`config.mk`:
```
export PLATFORM = sky130hd
export DESIGN_NAME = gemm_tile_sequencer
export DESIGN_NICKNAME = d
export VERILOG_FILES = /design/src/rtl/gemm_tile_sequencer_pkg.sv /design/src/rtl/gemm_tile_sequencer_skew_line.sv /design/src/rtl/gemm_tile_sequencer.sv
export SDC_FILE = /design/constraint.sdc
export NUM_CORES = 1
export LEC_CHECK = 0
export ABC_CLOCK_PERIOD_IN_PS = 6500
export CAP_MARGIN = 40
export CORE_MARGIN = 3
export CORE_UTILIZATION = 52
export DETAILED_ROUTE_END_ITERATION = 8
export MAX_ROUTING_LAYER = met4
export PLACE_DENSITY = 0.79
export SLEW_MARGIN = 20
export SYNTH_ARGS = -nofsm -noshare
export SYNTH_HDL_FRONTEND = slang
export SYNTH_HIERARCHICAL = 1
export SYNTH_SLANG_ARGS = --single-unit
```
`constraint.sdc`:
```
create_clock -name clk -period 6.5 [get_ports clk]
set_clock_uncertainty 0.2 [all_clocks]
set_input_delay 0.65 -clock clk [delete_from_list [all_inputs] [get_ports clk]]
set_output_delay 0.65 -clock clk [all_outputs]
set_load 0.03 [all_outputs]
```
`src/rtl/gemm_tile_sequencer_pkg.sv`:
```
// Shared types for the GEMM tile sequencer.
// FSM encoding and the per-tile cycle count helper.
package gemm_tile_sequencer_pkg;

    typedef enum logic [2:0] {
        S_IDLE,
        S_CLEAR,
        S_FEED,
        S_FLUSH,
        S_TDONE
    } state_t;

    function automatic int unsigned tile_period(
        input int unsigned k,
        input int unsigned i,
        input int unsigned j
    );
        return k + i + j + 1;
    endfunction

endpackage

```
`src/rtl/gemm_tile_sequencer_skew_line.sv`:
```
// Fixed-depth operand delay line for one systolic edge lane.
// Cleared asynchronously with the sequencer reset.
module skew_line #(
    parameter int WIDTH = 16,
    parameter int DEPTH = 1
) (
    input  logic             clk,
    input  logic             rst,
    input  logic [WIDTH-1:0] d,
    output logic [WIDTH-1:0] q
);

    logic [WIDTH-1:0] stage [DEPTH];

    always_ff @(posedge clk or posedge rst) begin
        if (rst) begin
            for (int s = 0; s < DEPTH; s++)
                stage[s] <= '0;
        end else begin
            stage[0] <= d;
            for (int s = 1; s < DEPTH; s++)
                stage[s] <= stage[s-1];
        end
    end

    assign q = stage[DEPTH-1];

endmodule

```
`src/rtl/gemm_tile_sequencer.sv`:
```
// Multi-tile GEMM sequencer: SRAM addressing, edge skew,
// array flush and tile/job completion handshakes.
module gemm_tile_sequencer
    import gemm_tile_sequencer_pkg::*;
#(
    parameter int WIDTH      = 16,
    parameter int ADDR_WIDTH = 10,
    parameter int I          = 4,
    parameter int J          = 4
) (
    input  logic                  clk,
    input  logic                  rst,
    input  logic                  start,
    input  logic [WIDTH-1:0]      k,
    input  logic [WIDTH-1:0]      m_tiles,
    input  logic [WIDTH-1:0]      n_tiles,
    output logic                  busy,
    output logic                  done,
    output logic                  rd_en,
    output logic [ADDR_WIDTH-1:0] ifmaps_addr,
    output logic [ADDR_WIDTH-1:0] filters_addr,
    input  logic [I*WIDTH-1:0]    ifmaps_dout,
    input  logic [J*WIDTH-1:0]    filters_dout,
    output logic [I*WIDTH-1:0]    in_west,
    output logic [J*WIDTH-1:0]    in_north,
    output logic                  feed_valid,
    output logic                  acc_clear,
    output logic                  tile_done,
    output logic [WIDTH-1:0]      tile_row,
    output logic [WIDTH-1:0]      tile_col
);

    // FLUSH spans I+J-1 cycles: counter runs 0..I+J-2
    localparam logic [WIDTH-1:0] FLUSH_LAST =
        WIDTH'(tile_period(0, I, J) - 3);
    localparam logic [WIDTH-1:0] ONE = WIDTH'(1);

    state_t state, state_nx;

    logic [WIDTH-1:0]      k_q, m_q, n_q;
    logic [WIDTH-1:0]      tm, tn, cnt;
    logic [WIDTH-1:0]      kk_rd;
    logic                  zdone_q;
    logic [ADDR_WIDTH-1:0] ia_q, fa_q;
    logic [2*WIDTH-1:0]    ia_full, fa_full;
    logic                  cfg_zero, tn_wrap, last_tile;
    logic [I*WIDTH-1:0]    west_src;
    logic [J*WIDTH-1:0]    north_src;

    assign cfg_zero  = (k == '0) || (m_tiles == '0) || (n_tiles == '0);
    assign tn_wrap   = (tn == n_q - ONE);
    assign last_tile = tn_wrap && (tm == m_q - ONE);

    always_ff @(posedge clk or posedge rst) begin
        if (rst) state <= S_IDLE;
        else     state <= state_nx;
    end

    always_comb begin
        state_nx   = state;
        busy       = 1'b1;
        done       = zdone_q;
        rd_en      = 1'b0;
        feed_valid = 1'b0;
        acc_clear  = 1'b0;
        tile_done  = 1'b0;
        kk_rd      = cnt;
        unique case (state)
            S_IDLE: begin
                busy = 1'b0;
                if (start && !cfg_zero) state_nx = S_CLEAR;
            end
            S_CLEAR: begin
                acc_clear = 1'b1;
                rd_en     = 1'b1;
                kk_rd     = '0;
                state_nx  = S_FEED;
            end
            S_FEED: begin
                feed_valid = 1'b1;
                rd_en      = (cnt < k_q);
                if (cnt == k_q) state_nx = S_FLUSH;
            end
            S_FLUSH: begin
                if (cnt == FLUSH_LAST) state_nx = S_TDONE;
            end
            S_TDONE: begin
                tile_done = 1'b1;
                done      = last_tile;
                state_nx  = last_tile ? S_IDLE : S_CLEAR;
            end
            default: state_nx = S_IDLE;
        endcase
    end

    always_ff @(posedge clk or posedge rst) begin
        if (rst) begin
            k_q     <= '0;
            m_q     <= '0;
            n_q     <= '0;
            tm      <= '0;
            tn      <= '0;
            cnt     <= '0;
            zdone_q <= 1'b0;
            ia_q    <= '0;
            fa_q    <= '0;
        end else begin
            zdone_q <= (state == S_IDLE) && start && cfg_zero;
            if (rd_en) begin
                ia_q <= ifmaps_addr;
                fa_q <= filters_addr;
            end
            unique case (state)
                S_IDLE: begin
                    if (start) begin
                        k_q <= k;
                        m_q <= m_tiles;
                        n_q <= n_tiles;
                        tm  <= '0;
                        tn  <= '0;
                    end
                end
                S_CLEAR: cnt <= ONE;
                S_FEED:  cnt <= (cnt == k_q) ? '0 : cnt + ONE;
                S_FLUSH: cnt <= cnt + ONE;
                S_TDONE: begin
                    tn <= tn_wrap ? '0 : tn + ONE;
                    if (tn_wrap) tm <= tm + ONE;
                end
                default: ;
            endcase
        end
    end

    // full-width products, silently wrapped to the SRAM address width
    assign ia_full = {{WIDTH{1'b0}}, tm} * {{WIDTH{1'b0}}, k_q}
                   + {{WIDTH{1'b0}}, kk_rd};
    assign fa_full = {{WIDTH{1'b0}}, tn} * {{WIDTH{1'b0}}, k_q}
                   + {{WIDTH{1'b0}}, kk_rd};

    assign ifmaps_addr  = rd_en ? ADDR_WIDTH'(ia_full) : ia_q;
    assign filters_addr = rd_en ? ADDR_WIDTH'(fa_full) : fa_q;

    assign tile_row = tile_done ? tm : '0;
    assign tile_col = tile_done ? tn : '0;

    assign west_src  = feed_valid ? ifmaps_dout  : '0;
    assign north_src = feed_valid ? filters_dout : '0;

    assign in_west[WIDTH-1:0]  = west_src[WIDTH-1:0];
    assign in_north[WIDTH-1:0] = north_src[WIDTH-1:0];

    for (genvar r = 1; r < I; r++) begin : g_west
        skew_line #(.WIDTH(WIDTH), .DEPTH(r)) u_skew (
            .clk (clk),
            .rst (rst),
            .d   (west_src[r*WIDTH +: WIDTH]),
            .q   (in_west[r*WIDTH +: WIDTH])
        );
    end

    for (genvar c = 1; c < J; c++) begin : g_north
        skew_line #(.WIDTH(WIDTH), .DEPTH(c)) u_skew (
            .clk (clk),
            .rst (rst),
            .d   (north_src[c*WIDTH +: WIDTH]),
            .q   (in_north[c*WIDTH +: WIDTH])
        );
    end

endmodule

```
* Word level (Yosys, flattened, before mapping)
Cells that the tools add are included.
Storage, ports and cells: bits of input ports 179, register bits 312, word-level logic and storage cells 87, output and inout bits 186
Operators by class: $add $sub $neg 7, equal/unequal tests 13, $mul 2, order comparisons 1, reduce and logical (&&, ||, !) cells 17, mux-type cells 25
Operators with widths (count):
- $mux W64 | 2
- $mux W16 | 6
- $pmux W16 S2 | 2
- $add A16 B1 Y16 const B | 3
- $eq A16 B16 Y1 | 3
- $logic_not A16 Y1 | 3
- $pmux W16 S3 | 1
- $mul A16 B16 Y10 | 2
- $sub A16 B1 Y16 const B | 2
- $mux W10 | 3
- $add A10 B10 Y10 | 2
- $eq A16 B3 Y1 const B | 1
- $lt A16 B16 Y1 | 1
- $pmux W3 S5 | 1
- $ne A2 B2 Y1 const B | 5
- $mux W3 | 3
- $eq A3 B2 Y1 const B | 2
- $mux W1 | 6
- $reduce_and A3 Y1 | 2
- $logic_and A1 B1 Y1 | 4
- $reduce_and A2 Y1 | 2
- $eq A3 B1 Y1 const B | 1
- $eq A3 B3 Y1 const B | 1
- $logic_not A3 Y1 | 1
- other kinds (5) | 6

* Logic depth before layout (Yosys ltp)
Gate-level depths: netlist of run 1.
word-level depth 7, depth in mapped cells 21

* Cells and area by module
The synthesis of run 1 kept the hierarchy.
By module, submodules not included:
- gemm_tile_sequencer | area an instance 11922.7 µm², cells each 1448, instances 1, sequential area each 3002.9 µm²
- skew_line at g_north[3].u_skew ... | area an instance 1325.0 µm², cells each 65, instances 2, sequential area each 1201.2 µm²
- skew_line at g_north[2].u_skew ... | area an instance 924.6 µm², cells each 49, instances 2, sequential area each 800.8 µm²
- skew_line at g_north[1].u_skew ... | area an instance 404.1 µm², cells each 17, instances 2, sequential area each 400.4 µm²

* Least setup slack after synthesis of run 1
OpenSTA, ideal clock, no wires.
kind register -> output, from register k_q[1], to output port filters_addr[9], stages on the path, launching flop included 19, buffers on the path 2, data arrival time 4.734 ns, data required time 5.650 ns, slack 0.916 ns, cell sequence dfrtp_1 clkbuf_1 clkbuf_1 nand2_1 fa_1 fa_1 inv_1 fa_1 fa_1 inv_1 fa_1 xor2_1 xnor2_1 xnor2_1 xnor2_1 xnor2_1 xnor2_1 xnor2_1 mux2_2
On the way: word-level cells in the longest chain between the ends 3, elaborated cells between the ends (all ways) 5
RTL lines:
- start: declaration | RTL line gemm_tile_sequencer.sv:40 | logic [WIDTH-1:0] k_q, m_q, n_q;
- start signal: assignment | RTL line gemm_tile_sequencer.sv:116 | k_q <= k;
- $mul A16 B16 Y10 or $lt A16 B16 Y1 (tied branches) | RTL line gemm_tile_sequencer.sv:138, gemm_tile_sequencer.sv:81
- $add A10 B10 Y10 or $pmux W1 S2 (tied branches) | RTL line gemm_tile_sequencer.sv:139, gemm_tile_sequencer.sv:68
- $mux W10 (*) | RTL line gemm_tile_sequencer.sv:142 | assign filters_addr = rd_en ? ADDR_WIDTH'(fa_full) : fa_q;
- end: declaration | RTL line gemm_tile_sequencer.sv:21 | output logic [ADDR_WIDTH-1:0] filters_addr,
Every way passes the cells marked *; elsewhere a longest branch is shown, timed or not.

* Worst setup path in the final report of run 1
from register k_q[2], to output port ifmaps_addr[9]
On the way: word-level cells in the longest chain between the ends 3, elaborated cells between the ends (all ways) 5
RTL lines:
- $mul A16 B16 Y10 or $lt A16 B16 Y1 (tied branches) | RTL line gemm_tile_sequencer.sv:136, gemm_tile_sequencer.sv:81
- $add A10 B10 Y10 or $pmux W1 S2 (tied branches) | RTL line gemm_tile_sequencer.sv:137, gemm_tile_sequencer.sv:68
- $mux W10 (*) | RTL line gemm_tile_sequencer.sv:141 | assign ifmaps_addr = rd_en ? ADDR_WIDTH'(ia_full) : ia_q;
- end: declaration | RTL line gemm_tile_sequencer.sv:20 | output logic [ADDR_WIDTH-1:0] ifmaps_addr,
Marks and branches as above.

==> flow_summary_export.csv, run 1 <==
group,metric,value,unit
yosys,synth_area_leader_cell,"dfrtp_1",
power_and_ir_drop,switching_power,945,uW
hold_path,worstHoldPathType,"register to register",
yosys,yosysWarnings,6,
global_routing,grt_max_degree,96,
setup_path,cp.required,5.65,ns
timing,period_share,96.6,%
die,die_y,188,um
power_and_ir_drop,p_per_area,196,nW/um2
power_and_ir_drop,irDropWorstVdd,0.161,mV
die,row_count,66,
route,drtAntennaViolNets,0,
route,drtIter0Drc,704,
power_and_ir_drop,internal-power,3.35,mW
yosys,avgSynthCellArea,10.1,um2
place,dpl.hpwl,32500,um
clocking,clk_root_buffer_cell,"clkbuf_16",
timing,final_max_slew_viol_count,0,
timing,worst_slew_margin_rel,47.4,%
yosys,ys.flop_type,"dfrtp_1",
power_and_ir_drop,p_seq_share,47.0,%
yosys,yosysMostFrequentCell,"dfrtp_1",
yosys,synth_top_cell_area_share,45.3,%
global_routing,antenna_found_initial,0,
die,die_area,35400,um2
timing,fin_hold_ws,0.144,ns
yosys,syn_area,17200,um2
clocking,clk_pin_slew,0.06,ns
place,port_buffers,364,
final_layout,antennaDiodeCount,0,
clocking,clk_path_buf_depth,3,
timing,finalHoldViolCount,0,
final_layout,area_growth,26.9,%
setup_path,critPathKind,"register to primary output",
job,drv_cap,0,
power_and_ir_drop,comb_power_share,8.5,%
yosys,syn_nets,2027,
final_layout,nets,2287,
clocking,clock_sinks,312,
clocking,insertion_delay,0.52,ns
global_routing,grt_pass1_wl,67700,um
setup_path,crit_end,"ifmaps_addr[9]",
power_and_ir_drop,clkPwrFrac,44.5,%
clocking,cts_buffers,34,
yosys,yosys-top-cells-area,"dfrtp_1, fa_1, and2_1",
timing,worst_pin_slew,0.789,ns
die,core,32600,um2
clocking,ctsHoldBuffers,0,
setup_path,r2r_setup_slack,1.65,ns
yosys,seq_area_frac_synth,45.3,%
setup_path,r2r_cells,16,
timing,rsz0062_at_grt,"false",
die,start_util,52.8,%
setup_path,r2r_start,"k_q[2]$_DFFE_PP0P_",
place,gp_congestion,0.903,
route,dr.pass1.iters,5,
global_routing,grt.total_usage,24.6,%
setup_path,critPathCaptureType,"primary output",
power_and_ir_drop,p_leak,10.1,nW
yosys,synth-async-reset-ratio,100,%
die,io_pins,365,
route,drc,0,
global_routing,grt-ovfl-total,0,
route,via_per_inst,5.15,
setup_path,path_max_fanout,12,
global_routing,grt_pass1_vias,12800,
power_and_ir_drop,p_sw_share,22.0,%
final_layout,drive_gt1_share,7.43,%
yosys,synth_cell_type_count,65,
clocking,htreeDepth,2,
route,wl_per_cell,17.4,um
timing,setup_violations,0,
yosys,synth_edf_count,0,
yosys,synth_common_cells,"dfrtp_1, nand2_1, and2_1, inv_1, buf_4",
setup_path,cp.arrival,5.43,ns
setup_path,r2r-end,"ia_q[9]$_DFFE_PP0P_",
setup_path,cp-startpoint,"k_q[2]$_DFFE_PP0P_",
die,die_x,188,um
outcome,status,"completed",
setup_path,startpoint_type,"register",
clocking,cts_tree,"done",
timing,tns,0,ns
route,vias,12500,
timing,fin_crit,6.28,ns
timing,fmax,159,MHz
yosys,synth.ff_latch_count,312,
route,drt_wl_total,42300,um
yosys,syn_inst,1710,
-- state kept, by name (all words and copies together) (netlist names) --
register              count
g_north.u_skew/q         48
g_north.u_skew/stage     48
g_west.u_skew/q          48
g_west.u_skew/stage      48
cnt                      16
k_q                      16
m_q                      16
n_q                      16
tm                       16
tn                       16
fa_q                     10
ia_q                     10
state                     3
zdone_q                   1
-- how the worst min path moves through the flow --
stage | from | end | slack [ns] | cells after the start
after floorplan | g_north[2].u_skew/stage[16]$_DFF_PP0_ | g_north[2].u_skew/q[0]$_DFF_PP0_ | 0.13 | 0
after global placement | g_north[3].u_skew/stage[20]$_DFF_PP0_ | g_north[3].u_skew/q[4]$_DFF_PP0_ | 0.13 | 0
after detailed placement | g_north[2].u_skew/stage[29]$_DFF_PP0_ | g_north[2].u_skew/q[13]$_DFF_PP0_ | 0.13 | 0
after CTS | g_north[2].u_skew/stage[19]$_DFF_PP0_ | g_north[2].u_skew/q[3]$_DFF_PP0_ | 0.15 | 0
after global routing | g_north[3].u_skew/stage[47]$_DFF_PP0_ | g_north[3].u_skew/stage[31]$_DFF_PP0_ | 0.15 | 0
final | g_west[3].u_skew/stage[19]$_DFF_PP0_ | g_west[3].u_skew/q[3]$_DFF_PP0_ | 0.14 | 0
-- metrics by stage --
step	util (%)	area, um2	worst slack [ns]	std cells	total power, mW
after floorplan	-	17200	0.916	1710	2.24
after global placement	63.3	20600	0.334	2369	2.41
after detailed placement	63.5	20700	0.244	2372	2.42
after CTS	66.9	21800	0.0314	2429	4.35
after global routing	67.0	21900	0.00663	2433	4.44
final	67.0	21900	0.222	2433	4.30
-- cell type report --
type | instances | area, um2
tap | 442 | 553
clock buffer | 46 | 967
timing repair buffer | 399 | 3970
fill | 2546 | 10700
clock inverter | 11 | 148
multi-input combinational | 1077 | 7870
sequential | 312 | 7820
inverter | 146 | 551
-- cells in the final DEF (no fill, tap or decap), types with 46 or more instances in the layout --
cell	Yosys	final
and2_1	169	168
and3_1	46	46
clkdlybuf4s50_1	0	359
dfrtp_1	312	304
fa_1	60	60
ha_1	78	78
inv_1	146	143
nand2_1	235	235
nor2_1	57	57
o21ai_0	52	52
xnor2_1	81	81
-- power groups by stage --
| stage | clock [mW] | combinational [mW] | sequential, mW |
|---|---|---|---|
| after floorplan | 0 | 0.166 | 2.07 |
| after detailed placement | 0 | 0.369 | 2.05 |
| after global placement | 0 | 0.361 | 2.05 |
| after CTS | 1.96 | 0.371 | 2.02 |
| after global routing | 2.03 | 0.387 | 2.02 |
| final | 1.91 | 0.366 | 2.02 |
-- routing by layer --
layer | vias up | track usage, % | wire length (um)
met5 | - | - | 0
met4 | 0 | 6.67 | 1070
met2 | 455 | 40.0 | 20700
met1 | 6090 | 32.0 | 17800
met3 | 74 | 4.39 | 2830
li1 | 5920 | - | -
-- timing repair --
action | 4_1_cts | 5_1_grt
setup endpoints to repair | 4 | 6
gates resized for setup | 6 | 9
hold endpoints to repair | 0 | 0
buffers inserted | 0 | 4
-- cell families after synthesis --
family / share of synthesized area, %
multiplexers: 2.88
XOR/XNOR: 5.69
buffers and inverters: 9.12
flip-flops: 45.3
AND/OR/NAND/NOR: 19.7
AO/OA/AOI/OAI: 4.63
adder cells (fa/ha/maj): 12.6
-- worst max-delay path: stages (launching register included) --
cell and delay [ns]:
dfrtp_2 0.50, nand2_1 0.11, fa_1 0.48, fa_1 0.51, inv_1 0.05, fa_1 0.46
fa_1 0.54, inv_1 0.06, fa_1 0.43, xor2_1 0.16, xnor2_1 0.18, xnor2_1 0.16
xnor2_1 0.11, xnor2_1 0.21, xnor2_1 0.17, xnor2_1 0.11, mux2_2 0.30, dlygate4sd2_1 0.36
Power figures use the tool's default switching activity.
==> run 2, diff against run 1 <==
--- a/config.mk
+++ b/config.mk
@@ -11,7 +11,7 @@
 export CORE_UTILIZATION = 52
 export DETAILED_ROUTE_END_ITERATION = 8
 export MAX_ROUTING_LAYER = met4
-export PLACE_DENSITY = 0.79
+export PLACE_DENSITY = 0.81
 export SLEW_MARGIN = 20
 export SYNTH_ARGS = -nofsm -noshare
 export SYNTH_HDL_FRONTEND = slang
==> flow_summary_export.csv, run 2 (same netlist as run 1, synthesis figures left out) <==
group,metric,value,unit
outcome,status,"completed",
power_and_ir_drop,p_leak,10.1,nW
timing,fin_crit,6.28,ns
timing,worst_slew_margin_rel,47.0,%
route,drtAntennaViolNets,0,
route,dr.pass1.iters,5,
route,via_per_inst,5.19,
place,port_buffers,364,
job,drv_cap,0,
clocking,clk_root_buffer_cell,"clkbuf_16",
clocking,post-cts-setup-buffer-count,0,
setup_path,cp.arrival,5.43,ns
global_routing,antenna_found_initial,3,
global_routing,grt_max_degree,80,
die,die_x,188,um
die,io_pins,365,
clocking,insertion_delay,0.51,ns
setup_path,cp.required,5.65,ns
die,core,32600,um2
die,start_util,52.8,%
global_routing,grt_pass1_wl,68200,um
power_and_ir_drop,p_per_area,199,nW/um2
final_layout,area_growth,26.8,%
timing,final_max_slew_viol_count,0,
final_layout,drive_gt1_share,7.30,%
final_layout,final_cell_mix,"clkdlybuf4s50_1, dfrtp_1, nand2_1",
power_and_ir_drop,irDropWorstVdd,0.180,mV
route,vias,12600,
clocking,cts_buffers,34,
timing,worst_pin_slew,0.795,ns
timing,rsz0062_at_grt,"false",
clocking,htreeDepth,2,
global_routing,grt-ovfl-total,0,
clocking,cts_tree,"done",
place,dpl.hpwl,32600,um
timing,setup_violations,0,
setup_path,startpoint_type,"register",
die,die_y,188,um
setup_path,critPathKind,"register to primary output",
final_layout,nets,2284,
clocking,clock_sinks,312,
final_layout,design_area,21800,um2
global_routing,grt.total_usage,24.8,%
setup_path,critPathCaptureType,"primary output",
route,drt_wl_total,42800,um
clocking,clk_pin_slew,0.06,ns
global_routing,grt_pass1_vias,12700,
timing,finalHoldViolCount,0,
route,wl_per_cell,17.6,um
hold_path,worstHoldPathType,"register to register",
die,die_area,35400,um2
place,gp_congestion,0.884,
route,drtIter0Drc,687,
setup_path,path_max_fanout,9,
die,row_count,66,
timing,period_share,96.6,%
final_layout,final_common_cell,"clkdlybuf4s50_1",
clocking,clk_path_buf_depth,3,
route,drc,0,
timing,fmax,159,MHz
place,dpl_cell_area,20700,um2
timing,tns,0,ns
==> run 2: what timing repair did <==
item,in CTS,in global routing
hold buffers,0,0
endpoints found under the setup margin,3,5
pin swaps,0,0
resized for setup,5,7
==> run 2: through the flow <==
step,hold slack [ns],cells,setup slack (ns),util (%),total power [mW]
floorplan,0.131,1710,0.916,-,2.24
global route,0.137,2432,0.0210,67.0,4.48
finish,0.128,2432,0.221,67.0,4.34
detailed placement,0.135,2372,0.307,63.4,2.42
global placement,0.131,2370,0.346,63.3,2.41
CTS,0.127,2428,0.0190,66.9,4.38
==> run 2: final timing paths <==
| kind | start | to | slack [ns] | cells past startpoint |
|---|---|---|---|---|
| hold reg to reg | g_north[3].u_skew/stage[30]$_DFF_PP0_ | g_north[3].u_skew/q[14]$_DFF_PP0_ | 0.13 | 0 |
| max in group asynchronous | rst | tm[5]$_DFFE_PP0P_ | 4.11 | 4 |
| setup reg to reg | k_q[3]$_DFFE_PP0P_ | fa_q[9]$_DFFE_PP0P_ | 1.55 | 17 |
| setup / recovery | k_q[4]$_DFFE_PP0P_ | ifmaps_addr[9] | 0.22 | 18 |
| hold / removal | g_north[3].u_skew/stage[30]$_DFF_PP0_ | g_north[3].u_skew/q[14]$_DFF_PP0_ | 0.13 | 0 |
| min in group asynchronous | rst | g_north[2].u_skew/stage[18]$_DFF_PP0_ | 0.50 | 2 |
==> run 2: worst max-delay path, stage by stage (launching register included) <==
cell and delay, ns:
dfrtp_1 0.53, buf_4 0.20, nand2_1 0.06, fa_1 0.49
inv_1 0.04, ha_1 0.30, fa_1 0.52, fa_1 0.55
inv_1 0.06, fa_1 0.43, xor2_1 0.16, xnor2_1 0.18
xnor2_1 0.15, xnor2_1 0.15, xnor2_1 0.10, xnor2_1 0.23
xnor2_1 0.12, mux2_2 0.28, dlygate4sd2_1 0.35
==> run 2: report_power, final <==
part	switching (mW)	leakage [nW]	internal [mW]
clock network	0.762	0.561	1.19
registers	0.0180	3.65	2.00
logic	0.177	5.92	0.184
==> run 2: metal layers <==
metal / GRT usage (%) / share of wire [%]
met1: 33.1 / 42
met5: - / 0
met3: 4.45 / 6.7
met2: 38.8 / 47
met4: 8.28 / 3.5
==> run 2: area by class of cell <==
cell class,count,area [um2]
fill,2550,10800
multi-input combinational,1077,7870
sequential,312,7810
timing repair buffer,396,3920
clock buffer,47,1000
tap,442,553
inverter,146,551
clock inverter,9,128
antenna,3,7.51
==> run 3, diff against run 2 <==
==> constraint.sdc (replaced) <==
create_clock -name clk -period 6.5 [get_ports clk]
set_clock_uncertainty 0.2 [all_clocks]
set_input_delay 1.3 -clock clk [delete_from_list [all_inputs] [get_ports clk]]
set_output_delay 1.3 -clock clk [all_outputs]
set_load 0.03 [all_outputs]
==> flow_summary_export.csv, run 3 (same netlist as run 1, synthesis figures left out) <==
group,metric,value,unit
final_layout,drive_gt1_share,11.7,%
final_layout,final_common_cell,"clkdlybuf4s50_1",
timing,fin_hold_ws,0.132,ns
final_layout,area_growth,30.1,%
global_routing,grt_max_degree,77,
route,drtIter0Drc,746,
timing,period_share,101,%
timing,fmax,152,MHz
die,io_pins,365,
route,drt_wl_total,43500,um
global_routing,grt.total_usage,25.4,%
clocking,clk_pin_slew,0.06,ns
outcome,status,"complete, but fails checks",
setup_path,cp.required,5.00,ns
timing,worst_slew_margin_rel,45.3,%
setup_path,critPathKind,"register to primary output",
route,wl_per_cell,17.6,um
place,dpl.hpwl,32600,um
route,drtAntennaViolNets,0,
power_and_ir_drop,p_total,4.24,mW
hold_path,hold_depth,0,
job,drv_cap,0,
place,port_buffers,364,
final_layout,nets,2321,
clocking,htreeDepth,2,
die,die_y,188,um
clocking,clk_root_buffer_cell,"clkbuf_16",
global_routing,grt_pass1_wl,69700,um
setup_path,critPathCaptureType,"primary output",
clocking,clk_path_buf_depth,3,
timing,fin_crit,6.56,ns
setup_path,r2r_cells,16,
outcome,violations,"setup timing",
timing,setup_ws,-0.0576,ns
global_routing,grt_pass1_vias,13100,
timing,worst_pin_slew,0.821,ns
power_and_ir_drop,p_per_area,189,nW/um2
global_routing,grt-ovfl-total,0,
route,via_per_inst,5.16,
setup_path,startpoint_type,"register",
timing,rsz0062_at_grt,"true",
setup_path,cp.arrival,5.06,ns
clocking,cts_tree,"done",
route,drc,0,
clocking,insertion_delay,0.53,ns
power_and_ir_drop,irDropWorstVdd,0.167,mV
timing,setup_violations,2,
clocking,clock_sinks,312,
timing,final_max_slew_viol_count,0,
die,die_x,188,um
clocking,cts_buffers,35,
global_routing,antenna_found_initial,2,
power_and_ir_drop,p_leak,10.3,nW
place,gp_congestion,0.906,
setup_path,path_max_fanout,6,
die,die_area,35400,um2
route,vias,12800,
timing,finalHoldViolCount,0,
die,start_util,52.8,%
die,row_count,66,
die,core,32600,um2
final_layout,final_cell_mix,"clkdlybuf4s50_1, dfrtp_1, nand2_1",
hold_path,worstHoldPathType,"register to register",
route,dr.pass1.iters,6,
## run 3: power breakdown
part,leakage [nW],internal (mW),switching (mW)
clock,0.536,1.08,0.776
sequential,3.65,2.00,0.0176
combinational,6.16,0.185,0.178
total,10.3,3.27,0.972
## run 3: critical path, cell delays in order (launching register included)
cell and delay, ns:
dfrtp_2 0.45, buf_4 0.15, nand2_1 0.08, fa_1 0.44, fa_1 0.52, inv_1 0.05
fa_1 0.46, fa_1 0.54, inv_2 0.04, fa_2 0.33, xor2_1 0.16, xnor2_1 0.20
xnor2_1 0.15, xnor2_1 0.15, xnor2_1 0.15, xnor2_1 0.15, xnor2_1 0.10, mux2_4 0.27
buf_6 0.14
## run 3: path summary, 6_finish.rpt
path                                                            from                                     to  slack [ns]
worst max-delay path                              k_q[1]$_DFFE_PP0P_                        filters_addr[9]       -0.06
worst min-delay path            g_west[3].u_skew/stage[46]$_DFF_PP0_   g_west[3].u_skew/stage[30]$_DFF_PP0_        0.13
worst max register to register                    k_q[3]$_DFFE_PP0P_                    ia_q[9]$_DFFE_PP0P_        1.68
worst min register to register  g_west[3].u_skew/stage[46]$_DFF_PP0_   g_west[3].u_skew/stage[30]$_DFF_PP0_        0.13
max in group asynchronous                                        rst                     k_q[2]$_DFFE_PP0P_        3.81
min in group asynchronous                                        rst  g_north[2].u_skew/stage[17]$_DFF_PP0_        1.19
## run 3: layout make-up
| type | instances | area [um2] |
|---|---|---|
| repair buffers | 432 | 4270 |
| diodes | 2 | 5.00 |
| fillers | 2421 | 10200 |
| flip-flops and latches | 312 | 7830 |
| inverters | 146 | 551 |
| clock buffers | 52 | 1010 |
| clock inverters | 9 | 87.6 |
| well taps | 442 | 553 |
| multi-input cells | 1077 | 8120 |
## run 3: routing by layer
metal	GRT usage (%)	routed length [um]
met5	-	0
met4	7.53	1330
met3	4.04	2650
met2	40.8	21100
met1	33.5	18400
## run 3: per-stage QoR
step | setup WS (ns) | setup TNS [ns] | cells | instance area [um2] | util [%]
final | -0.0576 | -0.110 | 2472 | 22400 | 68.7
after global routing | -0.202 | -0.621 | 2472 | 22400 | 68.7
after CTS | -0.126 | -0.224 | 2456 | 22200 | 67.9
after detailed placement | 0.163 | 0 | 2378 | 20800 | 63.7
after global placement | 0.289 | 0 | 2375 | 20700 | 63.5
after floorplan | 0.266 | 0 | 1710 | 17200 | -
## run 3: repair_timing
item | in CTS | in global routing
endpoints found under the setup margin | 8 | 11
buffers inserted | 17 | 14
pin swaps | 29 | 50
resized for setup | 41 | 46
hold buffers | 0 | 0
